### config.mk
export PLATFORM = sky130hd
export DESIGN_NAME = stack_fetch_sequencer
export DESIGN_NICKNAME = d
export VERILOG_FILES = /design/src/rtl/stack_fetch_sequencer.sv
export SDC_FILE = /design/constraint.sdc
export NUM_CORES = 1
export LEC_CHECK = 0
export ABC_CLOCK_PERIOD_IN_PS = 2300
export CAP_MARGIN = 20
export CORE_UTILIZATION = 25
export CTS_BUF_LIST = sky130_fd_sc_hd__clkbuf_4
export CTS_CLUSTER_SIZE = 8
export DETAILED_ROUTE_END_ITERATION = 10
export PLACE_DENSITY = 0.43
export SYNTH_ARGS = -nofsm -noshare
export SYNTH_HDL_FRONTEND = slang
export SYNTH_SLANG_ARGS = --single-unit
export TNS_END_PERCENT = 1
### constraint.sdc
create_clock -name CLK -period 2.3 [get_ports CLK]
set_input_delay 0.46 -clock CLK [delete_from_list [all_inputs] [get_ports CLK]]
set_output_delay 0.46 -clock CLK [all_outputs]
set_load 0.05 [all_outputs]
### src/rtl/stack_fetch_sequencer.sv
// PC / run-control sequencer for the 9-bit stack machine: launches a program ROM,
// steps the PC (fall-through, branch, stall), stops on halt or watchdog, keeps counters.
module stack_fetch_sequencer #(
    parameter logic [8:0]  HALT_CODE  = 9'h1FF,
    parameter logic [15:0] MAX_CYCLES = 16'd20000,
    parameter int          NUM_PROGS  = 3
) (
    input  logic        CLK,
    input  logic        rst_n,
    input  logic        start,
    input  logic [1:0]  prog_sel,
    input  logic        abort,
    input  logic [8:0]  inst,
    input  logic        branch_taken,
    input  logic [7:0]  branch_target,
    input  logic        stall,
    output logic [7:0]  pc,
    output logic [1:0]  imem_sel,
    output logic        inst_valid,
    output logic        retire,
    output logic        busy,
    output logic        done,
    output logic        timeout,
    output logic        bad_prog,
    output logic [15:0] cycle_count,
    output logic [15:0] insn_count
);
    typedef enum logic [1:0] {IDLE, RUN, DONE} state_e;

    localparam logic [2:0] NPROGS = 3'(NUM_PROGS);

    state_e      state_q, state_d;
    logic        start_q;
    logic [7:0]  pc_q, pc_d;
    logic [1:0]  sel_q, sel_d;
    logic [15:0] cyc_q, cyc_d, ins_q, ins_d;
    logic        to_q, to_d, bp_q, bp_d;

    logic        launch, wd_hit;
    logic [15:0] cyc_inc, ins_inc;

    assign launch  = start && !start_q;
    assign wd_hit  = (MAX_CYCLES != 16'd0) && (cyc_q == MAX_CYCLES - 16'd1);
    assign cyc_inc = (cyc_q == 16'hFFFF) ? cyc_q : cyc_q + 16'd1;
    assign ins_inc = (ins_q == 16'hFFFF) ? ins_q : ins_q + 16'd1;

    always_comb begin
        state_d = state_q;
        pc_d    = pc_q;
        sel_d   = sel_q;
        cyc_d   = cyc_q;
        ins_d   = ins_q;
        to_d    = to_q;
        bp_d    = bp_q;
        retire  = 1'b0;
        case (state_q)
            IDLE, DONE: begin
                if (state_q == DONE && abort) begin
                    state_d = IDLE;
                end else if (launch) begin
                    if ({1'b0, prog_sel} < NPROGS) begin
                        sel_d   = prog_sel;
                        pc_d    = 8'd0;
                        cyc_d   = 16'd0;
                        ins_d   = 16'd0;
                        to_d    = 1'b0;
                        bp_d    = 1'b0;
                        state_d = RUN;
                    end else begin
                        bp_d    = 1'b1;
                        state_d = DONE;
                    end
                end
            end
            RUN: begin
                if (abort) begin
                    state_d = IDLE;
                end else begin
                    // Every non-aborted RUN cycle counts, retired or not.
                    cyc_d = cyc_inc;
                    if (wd_hit) begin
                        to_d    = 1'b1;
                        state_d = DONE;
                    end else if (stall) begin
                        state_d = RUN;
                    end else if (inst == HALT_CODE) begin
                        state_d = DONE;
                    end else begin
                        retire = 1'b1;
                        ins_d  = ins_inc;
                        pc_d   = branch_taken ? branch_target : pc_q + 8'd1;
                    end
                end
            end
            default: state_d = IDLE;
        endcase
    end

    always_ff @(posedge CLK or negedge rst_n) begin
        if (!rst_n) begin
            state_q <= IDLE;
            start_q <= 1'b1;
            pc_q    <= 8'd0;
            sel_q   <= 2'd0;
            cyc_q   <= 16'd0;
            ins_q   <= 16'd0;
            to_q    <= 1'b0;
            bp_q    <= 1'b0;
        end else begin
            state_q <= state_d;
            start_q <= start;
            pc_q    <= pc_d;
            sel_q   <= sel_d;
            cyc_q   <= cyc_d;
            ins_q   <= ins_d;
            to_q    <= to_d;
            bp_q    <= bp_d;
        end
    end

    assign pc          = pc_q;
    assign imem_sel    = sel_q;
    assign inst_valid  = (state_q == RUN);
    assign busy        = (state_q == RUN);
    assign done        = (state_q == DONE);
    assign timeout     = to_q;
    assign bad_prog    = bp_q;
    assign cycle_count = cyc_q;
    assign insn_count  = ins_q;
endmodule

# Yosys cells after proc, flatten, opt, wreduce, memory -nomap -nowiden

Cells that the tools add are included.

$add $sub $neg: 3
Order comparisons: 1
Equality and inequality tests: 18
Muxes and demuxes: 41
Bitwise logic cells: 1
Reduce and logical (&&, ||, !) cells: 13

Operator list:

| operator                | count |
|---|---|
| $mux W16                | 10 |
| $mux W8                 | 8 |
| $pmux W16 S2            | 2 |
| $add A16 B1 Y16 const B | 2 |
| $eq A16 B16 Y1 const B  | 2 |
| $ne A2 B2 Y1 const B    | 9 |
| $eq A16 B15 Y1 const B  | 1 |
| $pmux W8 S2             | 1 |
| $mux W2                 | 7 |
| $reduce_and A6 Y1       | 2 |
| $mux W1                 | 11 |
| $eq A9 B9 Y1 const B    | 1 |
| $reduce_and A9 Y1       | 1 |
| $add A8 B1 Y8 const B   | 1 |
| $reduce_and A8 Y1       | 1 |
| $ne A5 B3 Y1 const B    | 1 |
| $pmux W2 S2             | 1 |
| $reduce_and A4 Y1       | 1 |
| $ne A3 B3 Y1 const B    | 1 |
| $reduce_and A3 Y1       | 1 |
| $eq A2 B1 Y1 const B    | 1 |
| $eq A2 B2 Y1 const B    | 1 |
| $logic_and A1 B1 Y1     | 2 |
| $logic_not A2 Y1        | 1 |
| other kinds (8)         | 8 |

Flip-flop bits (word level): 47
Input port bits: 25
Output and inout port bits: 48
Word-level logic and storage cells: 85

# Depth between registers and ports, before layout

Word-level depth: 7
Mapped depth: 7
Depth with buffers taken out: 6

# Worst setup path after synthesis

No wires, ideal clock.

Kind: register -> register
Start: register cyc_q[0] (netlist: cycle_count[0])
End: register pc_q[5] (netlist: pc[5])
Library setup time: 0.126 ns
Arrival: 2.319 ns
Required time: 2.174 ns
Slack: -0.145 ns
Cell stages (with the launch flop): 7
Path buffers: 0
Period minus slack after synthesis: 2.445 ns
Path through: dfrtp_1 -> ha_1 -> and4_1 -> nand4_1 -> nand3_1 -> inv_1 -> a221o_1

Word-level cells in the longest chain between the ends: 3

Ends and longest elaborated chain:

| what                        | RTL line | text |
|---|---|---|
| from (decl)                 | 36       | `logic [15:0] cyc_q, cyc_d, ins_q, ins_d;` |
| from (signal assigned)      | 114      | `cyc_q <= cyc_d;` |
| $eq A16 B15 Y1              | 43       | `assign wd_hit = (MAX_CYCLES != 16'd0) && (cyc_q == MAX_CYCLES - 16'd1);` |
| $ne A2 B2 Y1 (no line)      | n/a      |  |
| $reduce_and A8 Y1 (no line) | n/a      |  |
| to (signal assigned)        | 112      | `pc_q <= pc_d;` |
| to (decl)                   | 34       | `logic [7:0] pc_q, pc_d;` |

Every way passes these cells.
A chain may end at the register's enable or synchronous reset.

# Worst setup path after layout

Start: register ins_q[5] (netlist: insn_count[5])
End: output port insn_count[5]

RTL lines:

| what                   | RTL line | text |
|---|---|---|
| from (decl)            | 36       |  |
| from (signal assigned) | 115      | `ins_q <= ins_d;` |
| to (decl)              | 26       | `output logic [15:0] insn_count` |

No word-level cell between the ends.

==> impl_results.md <==
* Outcome: complete, no violations
* Unique cell type count in the Yosys netlist at 60
* Clock-pin transition on the worst setup and hold timing paths at 0.16 ns
* Worst Setup Path Type: reg -> out
* Post-synth EDFFs at 0
* DIE WIDTH at 108.4 um
* Crit path DAT at 1.76 ns
* Ant diodes at 0
* Placed cells at 553
* Max Root-Sink Buffers at 2
* Post-Synth Adder-Cell Area at 1.327%
* Setup-failing EPs final at 0
* RSZ-0062 raised after global routing: no
* Synth async-reset ratio at 100.0%
* Root buf cell: clkbuf_4
* Sequential share of the synthesized area at 41.64%
* First-pass GRT wire length at 13810 um
* CP delay by family, top: buffers and inverters
* Post-Synth Simple-Gate Area at 28.89%
* CP Max Fanout at 9
* # DRC at 0
* Layout Skew at 0.01842 ns
* Starting Density at 25.86%
* Max incr delay on CP at 0.86 ns
* Syn Nets at 343
* #FFs+latches synth at 47
* Die area at 0.01174 mm^2
* Remaining Overflow, GRT at 0
* Hold slack at 0.5002 ns
* Routed wire length at 8720 um
* GP Congestion at 0.8122
* Slew @ Worst Pin at 0.5431 ns
* Core area at 0.01094 mm^2
* Max VDD drop at 0.0002613 V
* Number of buffers created by CTS at 5
* CP startpoint kind: flop
* TritonCTS clock tree: built
* Max Slew Vio Count at 0
* Multiplexer share of the synthesized area at 0.7080%
* Largest family of logic cells by synthesized area: simple AND/OR/NAND/NOR gates
* Req. time, crit path at 1.84 ns
* Flop-to-flop setup slack at 0.16 ns
* Initial DRC count at 130
* Hold Vio Cnt, Final at 0
* Vias in the first global route at 2709
* Cell Chain, Critical Path: clkdlybuf4s50_1
* Antenna violations before repair at 0
* Yosys warning total at 0
* Clock insertion delay at the later pin of the skew report at 0.37 ns
* Bufs and invs on worst path at 1
* Worst setup EP type: primary output
* Global Route Usage Sum at 15.11%
* Worst slew margin at 63.79%
* Post-route ant nets at 0
* Commonest non-fill, non-tap cells in the layout: 66 x clkdlybuf4s50_1, 41 x dfrtp_1, 38 x nand2_1, 38 x buf_4, 25 x nor2_1
* DR pass1 iterations at 4
* Commonest non-fill, non-tap cell in the layout: clkdlybuf4s50_1
* Die H at 108.4 um
* Cell Count, Final, Fillers Out at 563
* Fillers at 1120
* PwrDens at 557.8 mW/mm^2
* R2R Path Start: insn_count[9]$_DFFE_PN0P_
* Min Tclk post-route at 2.216 ns
* H-tree depth at 2
* Mapped Area at 0.002828 mm^2
* CTS Sinks at 47
* Slack of the critical path at 0.08423 ns
* Wire per inst at 15.49 um
* Ys flop type: dfrtp_1
* Crit-path slowest cell: clkdlybuf4s50_1
* Via density at 4.991
* IO Pins at 73
* R2r endpoint: insn_count[2]$_DFFE_PN0P_
* Layout cells sized above 1 at 17.73%
* Syn avg cell area at 8.977 um^2
* Vias at 2810
* Compound-Gate Fraction of Synth Area at 21.73%
* Hold WC Path Type: in -> async
* Dpl ws at -0.2171 ns
* Port bufs at 72
* Area grow syn2layout at 45.27%
* DP Wirelength at 6472 um
* # nets final at 450
* Pleak at 0.001692 uW
* Largest net degree at the start of global routing at 28
* Synth Area in XOR/XNOR at 2.168%
* Final period util at 96.34%
* Cells on worst reg2reg path at 6
* F_max at 451.3 MHz
* Gate Count Post-Synth at 315
* FP Rows at 38
* MaxCap Viol Count at 0
==> area by class of cell <==
cell class	count	area, um^2	area share [%]
inverter	9	33.78	0.8224
timing repair buffer	111	1050	25.56
tap	140	175.2	4.264
sequential	47	1184	28.82
multi-input combinational	248	1589	38.68
clock buffer	5	37.54	0.9138
clock inverter	3	38.79	0.9443
==> logic make-up after synthesis <==
family,Yosys count
xor gates and xnor gates,7
DFF,47
AOI/OAI and AO/OA,84
muxes,2
buffers and inverters,20
adders and majority gates,3
and+or+nand+nor,152
==> routing by layer <==
metal,part of all wire (%),track usage (%)
met5,0,0
met4,0.58,2.606
met3,5.0,2.893
met2,44,23.16
met1,50,22.14
==> repair_timing <==
item | 4_1_cts | 5_1_grt
hold buffers | 1 | 0
pin swaps | 1 | 2
cloned | 0 | 0
endpoints found under the setup margin | 2 | 1
setup buffers | 1 | 0
endpoints found under the hold margin | 11 | 0
resized for setup | 3 | 9
==> sequential cells by signal (all words and copies together), names as in the netlist <==
register and flops:
cycle_count 16, insn_count 16, pc 8, imem_sel 2, state_q 2, bad_prog 1
start_q 1, timeout 1
==> through the flow <==
| step | instance area [um^2] | TNS [ns] | total power, uW | util, % |
|---|---|---|---|---|
| finish | 4108 | 0 | 2291 | 37.56 |
| global route | 4108 | 0 | 2411 | 37.56 |
| CTS | 4068 | 0 | 2324 | 37.20 |
| detailed placement | 3973 | -1.874 | 1790 | 36.33 |
| global placement | 3973 | -1.465 | 1787 | 36.33 |
| floorplan | 2830 | -0.00009037 | 1429 | - |
==> synth_stat cells, types with 2 or more instances <==
| cell type | n | area [um^2] |
|---|---|---|
| a2111oi_0 | 2 | 17.52 |
| a21o_1 | 3 | 22.52 |
| a21oi_1 | 13 | 65.06 |
| a221o_1 | 2 | 20.02 |
| a22o_1 | 2 | 17.52 |
| a31oi_1 | 9 | 56.30 |
| and2_1 | 8 | 50.05 |
| and3_1 | 11 | 68.82 |
| and4_1 | 6 | 52.55 |
| buf_6 | 2 | 22.52 |
| clkbuf_1 | 6 | 22.52 |
| dfrtp_1 | 46 | 1151 |
| ha_1 | 3 | 37.54 |
| inv_1 | 9 | 33.78 |
| mux2i_1 | 2 | 20.02 |
| nand2_1 | 38 | 142.6 |
| nand3_1 | 17 | 85.08 |
| nand4_1 | 12 | 75.07 |
| nor2_1 | 25 | 93.84 |
| nor3_1 | 6 | 30.03 |
| nor4_1 | 3 | 18.77 |
| o211ai_1 | 10 | 75.07 |
| o21ai_0 | 23 | 115.1 |
| o2bb2ai_1 | 2 | 17.52 |
| o31ai_1 | 4 | 30.03 |
| or2_2 | 2 | 12.51 |
| or3_1 | 7 | 43.79 |
| or3b_1 | 2 | 17.52 |
| or4_1 | 4 | 30.03 |
| xnor2_1 | 6 | 52.55 |
==> where the power goes <==
group	switching (uW)	internal (uW)	total, uW
combinational	483	304	787
clock	291	224	515
sequential	94.1	895	989
==> worst max path at each step <==
stage                                from                          end  slack [ns]  cells past startpoint
6_report        insn_count[5]$_DFFE_PN0P_                insn_count[5]        0.08                      1
5_1_grt        cycle_count[0]$_DFFE_PN0P_                       retire       0.006                      6
4_1_cts                             abort                       retire        0.01                      6
3_5_place_dp                        start  cycle_count[11]$_DFFE_PN0P_       -0.22                      6
3_3_place_gp                        abort  cycle_count[10]$_DFFE_PN0P_       -0.16                      8
2_1_floorplan  cycle_count[0]$_DFFE_PN0P_                       retire    -0.00009                      5
==> worst register-to-register path, cell delays in order, from the launching register on <==
cell and delay (ns):
dfrtp_1 0.49, nand4_2 0.17, or3_4 0.43, o311ai_4 0.41, nor2_1 0.13, buf_4 0.17, o31ai_1 0.24
Note: power is estimated with default switching activity, not from simulation.
